### config.mk
export PLATFORM = sky130hd
export DESIGN_NAME = clk_sw_ctrl
export DESIGN_NICKNAME = d
export VERILOG_FILES = /design/src/rtl/clk_ctrl_pkg.sv /design/src/rtl/sync_2ff.sv /design/src/rtl/clk_sw_ctrl.sv
export SDC_FILE = /design/constraint.sdc
export NUM_CORES = 1
export LEC_CHECK = 0
export CORE_MARGIN = 2
export CORE_UTILIZATION = 57
export DETAILED_ROUTE_END_ITERATION = 7
export HOLD_SLACK_MARGIN = 0.05
export PLACE_DENSITY = 0.84
export SYNTH_ARGS = -nofsm -noshare
export SYNTH_HDL_FRONTEND = slang
export SYNTH_SLANG_ARGS = --single-unit
### constraint.sdc
create_clock -name i_clk -period 3.1 [get_ports i_clk]
set_input_delay 0.62 -clock i_clk [delete_from_list [all_inputs] [get_ports i_clk]]
set_output_delay 0.62 -clock i_clk [all_outputs]
set_load 0.01 [all_outputs]
### src/rtl/clk_ctrl_pkg.sv
// rtl/clk_ctrl_pkg.sv - shared state encoding and error codes for the clock switch sequencer
package clk_ctrl_pkg;

    typedef enum logic [2:0] {
        IDLE   = 3'd0,
        CHECK  = 3'd1,
        SETTLE = 3'd2,
        DONE   = 3'd3,
        ERR    = 3'd4
    } sw_state_t;

    localparam logic [1:0] ERR_NONE = 2'b00;
    localparam logic [1:0] ERR_DEAD = 2'b01;  // target not alive when checked
    localparam logic [1:0] ERR_LOST = 2'b10;  // target dropped while settling

endpackage

### src/rtl/sync_2ff.sv
// rtl/sync_2ff.sv - generic two-flop synchronizer with sync active-low reset to 0
module sync_2ff #(
    parameter int W = 1
) (
    input  logic         clk,
    input  logic         rstn,
    input  logic [W-1:0] d,
    output logic [W-1:0] q
);

    logic [W-1:0] meta;

    // Two back-to-back flops; only q is safe to use in the clk domain.
    always_ff @(posedge clk) begin
        if (!rstn) begin
            meta <= '0;
            q    <= '0;
        end else begin
            meta <= d;
            q    <= meta;
        end
    end

endmodule

### src/rtl/clk_sw_ctrl.sv
// rtl/clk_sw_ctrl.sv - sequences the glitch-free clock mux select with liveness check and settle window
module clk_sw_ctrl
    import clk_ctrl_pkg::*;
#(
    parameter int SETTLE_CYC = 16,
    parameter int CNT_W      = 8,
    parameter bit RST_SEL    = 1'b0
) (
    input  logic       i_clk,
    input  logic       i_rstn,
    input  logic       i_req,
    input  logic       i_tgt,
    input  logic       i_clk0_alive,
    input  logic       i_clk1_alive,
    output logic       o_sel,
    output logic       o_busy,
    output logic       o_done,
    output logic       o_err,
    output logic [1:0] o_err_code
);

    localparam logic [CNT_W-1:0] SETTLE_LOAD = CNT_W'(SETTLE_CYC - 1);

    sw_state_t        state;
    logic             tgt_q;
    logic [CNT_W-1:0] cnt;
    logic [1:0]       alive_s;

    sync_2ff #(.W(1)) u_sync_clk0 (
        .clk  (i_clk),
        .rstn (i_rstn),
        .d    (i_clk0_alive),
        .q    (alive_s[0])
    );

    sync_2ff #(.W(1)) u_sync_clk1 (
        .clk  (i_clk),
        .rstn (i_rstn),
        .d    (i_clk1_alive),
        .q    (alive_s[1])
    );

    // Switch FSM; every output is a register updated on the transition into its state.
    always_ff @(posedge i_clk) begin
        if (!i_rstn) begin
            state      <= IDLE;
            tgt_q      <= 1'b0;
            cnt        <= '0;
            o_sel      <= RST_SEL;
            o_busy     <= 1'b0;
            o_done     <= 1'b0;
            o_err      <= 1'b0;
            o_err_code <= ERR_NONE;
        end else begin
            o_done <= 1'b0;
            o_err  <= 1'b0;
            case (state)
                IDLE: begin
                    if (i_req) begin
                        tgt_q  <= i_tgt;
                        state  <= CHECK;
                        o_busy <= 1'b1;
                    end
                end
                CHECK: begin
                    if (tgt_q == o_sel) begin
                        state  <= DONE;
                        o_done <= 1'b1;
                    end else if (!alive_s[tgt_q]) begin
                        state      <= ERR;
                        o_err      <= 1'b1;
                        o_err_code <= ERR_DEAD;
                    end else begin
                        o_sel <= tgt_q;
                        cnt   <= SETTLE_LOAD;
                        state <= SETTLE;
                    end
                end
                SETTLE: begin
                    // Loss of the new clock takes priority over completion; o_sel is left
                    // on the target so recovery is a software decision.
                    if (!alive_s[tgt_q]) begin
                        state      <= ERR;
                        o_err      <= 1'b1;
                        o_err_code <= ERR_LOST;
                    end else if (cnt == '0) begin
                        state  <= DONE;
                        o_done <= 1'b1;
                    end else begin
                        cnt <= cnt - 1'b1;
                    end
                end
                DONE, ERR: begin
                    state  <= IDLE;
                    o_busy <= 1'b0;
                end
                default: begin
                    state  <= IDLE;
                    o_busy <= 1'b0;
                end
            endcase
        end
    end

endmodule

==> results.tsv <==
stage	metric	value	unit
die	start_util	60.1	%
worst_setup_path	cp_slowest_cell	nor3b_1	
global_routing	grt_overflow	0	
finish	antennaDiodeCount	0	
power	ir_worst_vdd	321	uV
timing	clock.fmax	0.507	GHz
timing	report.final.slew_viol_count	0	
global_routing	antenna_found_initial	0	
die	die_w	46.5	um
worst_setup_path	timing.rr.start	state[0]$_SDFFE_PN0P_	
die	core-area	0.00171	mm^2
finish	reg.largest.list	cnt (8), state (3), o_err_code (2)	
placed_design	portBuffers	11	
worst_setup_path	critPathLaunchType	register	
timing	setup_viol	0	
timing	period_needed	1.97	ns
die	die_area	0.00216	mm^2
route	ant_nets	0	
timing	period_share	63.6	%
timing	finalSetupTns	0	ns
clock_tree	cts_resized	0	
finish	final_cell_mix	dfxtp_1 (22), clkdlybuf4s50_1 (11), nand2_1 (10), a21oi_1 (8), nor3_1 (7)	
min_path	hold_path.class	reg -> reg	
worst_setup_path	cp_max_fo	9	
die	pin_count	12	
global_routing	grt_max_degree	15	
finish	drive_gt1_share	8.80	%
timing	worstMarginPinSlew	0.773	ns
worst_setup_path	worst_ep_arrival_time	2.23	ns
logic_synthesis	synthArstFlopShare	0	%
min_path	min_from	u_sync_clk1.meta$_SDFF_PN0_	
logic_synthesis	synth_seq_cells	22	
worst_setup_path	worstSetupPathType	reg -> reg	
route	first_iter_violations	20	
finish	nets	133	
route	dr.pass1.iters	4	
timing	relSlewSlack	48.0	%
clock_tree	postCtsHoldBufs	0	
logic_synthesis	syn_area_per_cell	9.09	um^2
clock_tree	clock_latency	0.30	ns
logic_synthesis	synth_warnings	0	
route	routed_wl	2.08	mm
logic_synthesis	ys_types	38	
timing	skew	0.00237	ns
worst_setup_path	cp_cell_sequence	nor3b_1 > nand3_2 > a2111o_1 > nand2_1	
route	viasPerCell	6.07	
global_routing	grt_pass1_vias	819	
clock_tree	cts_max_level	1	
worst_setup_path	ff2ff_path_depth	4	
worst_setup_path	r2r_slack	1.13	ns
status	status	finished clean	
finish	syn_to_final_growth	16.1	%
timing	hold_viol	0	
placed_design	globalplace.congestion	0.804	
clock_tree	cts.clk_slew.worst_paths	0.12	ns
logic_synthesis	netlist_area	0.00103	mm^2
finish	max_flop_register	cnt	
logic_synthesis	synth-seq-area-share	42.9	%
logic_synthesis	ys.flop_type	dfxtp_1	
worst_setup_path	end_kind	register	
logic_synthesis	syn_nets	120	
min_path	min_to	u_sync_clk1.q$_SDFF_PN0_	
clock_tree	root_buffer	clkbuf_4	
finish	final_util	69.8	%
worst_setup_path	timing.rr.end	cnt[7]$_SDFFE_PN0P_	
logic_synthesis	synth_edf_count	0	
clock_tree	post-cts-setup-buffers	0	
placed_design	place.detailed.hpwl	1.56	mm
clock_tree	cts_sinks	22	
power	power_leakage	0.462	nW
route	routedWlPerCell	13.8	um
min_path	hold_depth	1	
route	num_vias	910	
route	drcViolationCount	0	
timing	rsz0062_at_grt	no	
clock_tree	clockBufferDepth	2	
global_routing	grtUsageTotal	22.0	%
global_routing	grt_pass1_wl	3.43	mm
worst_setup_path	crit_path_max_incr_delay	0.62	ns
power	power.density	474	mW/mm^2
worst_setup_path	worstPathRequired	3.36	ns
run	max-cap-violations	0	
worst_setup_path	crit_buf_inv	0	
logic_synthesis	synthCells	113	
clock_tree	cts_tree	built	
worst_setup_path	crit_family	simple AND/OR/NAND/NOR gates	
die	row_count	15	
finish	largest_reg_flops	8	
die	chipHeight	46.5	um
clock_tree	cts_buffers	3	
finish	final_common_cell	dfxtp_1	
[routing by layer]
layer / track usage [%] / wire length, um
met5: 0 / 0
met4: 5.14 / 31
met3: 3.53 / 94
met2: 36.9 / 972
met1: 29.3 / 978
[worst reg2reg max path, cell delays in order (launching register included)]
cell,delay [ns]
dfxtp_1,0.47
nor3b_1,0.62
nand3_2,0.34
a2111o_1,0.44
nand2_1,0.06
[how the worst max path moves through the flow]
stage	startpoint	to	slack, ns	depth (start not counted)
floorplan	state[1]$_SDFFE_PN0P_	cnt[7]$_SDFFE_PN0P_	1.44	4
global placement	i_rstn	cnt[2]$_SDFFE_PN0P_	0.94	4
detailed placement	i_rstn	cnt[2]$_SDFFE_PN0P_	0.86	4
CTS	state[0]$_SDFFE_PN0P_	cnt[7]$_SDFFE_PN0P_	1.14	4
global route	state[0]$_SDFFE_PN0P_	cnt[7]$_SDFFE_PN0P_	1.00	4
finish	state[0]$_SDFFE_PN0P_	cnt[7]$_SDFFE_PN0P_	1.13	4
[cell type report]
type / count / area (um^2)
Clock buffer: 4 / 36.3
Inverter: 5 / 18.8
Fill cell: 139 / 515
Sequential cell: 22 / 440
Tap cell: 25 / 31.3
Multi-Input combinational cell: 83 / 556
Timing Repair Buffer: 11 / 110
[power breakdown]
part / switching, mW / internal, mW / leakage, nW
Combinational: 0.0462 / 0.0471 / 0.261
Clock: 0.0837 / 0.0717 / 0.0210
Sequential: 0.0171 / 0.299 / 0.179
Total: 0.147 / 0.418 / 0.462
[cells in the mapped netlist (2+ instances only)]
master / count / area [um^2]
o21ai_0: 3 / 15.0
clkbuf_1: 2 / 7.51
nor3_1: 7 / 35.0
mux2i_1: 5 / 50.1
a211oi_1: 4 / 30.0
o211a_1: 2 / 20.0
and2_1: 4 / 25.0
inv_1: 5 / 18.8
a21oi_1: 8 / 40.0
dfxtp_1: 22 / 440
nor3b_1: 2 / 15.0
or2_2: 3 / 18.8
nand3_1: 4 / 20.0
nor4_1: 2 / 12.5
nand3b_1: 2 / 15.0
nand2_1: 10 / 37.5
nor2_1: 6 / 22.5
o2111ai_1: 2 / 17.5
[through the flow]
step | area [um^2] | total power, mW | instances | setup slack (ns) | hold slack [ns]
2_1_floorplan | 1030 | 0.382 | 113 | 1.44 | 0.412
3_3_place_gp | 1160 | 0.413 | 146 | 0.938 | 0.414
3_5_place_dp | 1160 | 0.416 | 146 | 0.862 | 0.431
4_1_cts | 1190 | 0.566 | 150 | 1.14 | 0.462
5_1_grt | 1190 | 0.587 | 150 | 1.00 | 0.482
6_report | 1190 | 0.565 | 150 | 1.13 | 0.457
[logic make-up (layout without fill, tap and decap cells)]
kind of cell	Yosys count	in the layout	share of synthesized area (%)
compound gates	29	29	21.2
xor+xnor	2	2	1.71
fa+ha+maj	1	1	1.22
buf+inv	8	20	3.05
flops	22	22	42.9
mux	6	6	5.97
simple gates	45	45	24.0
No activity file was read; power rests on OpenSTA's default activity.
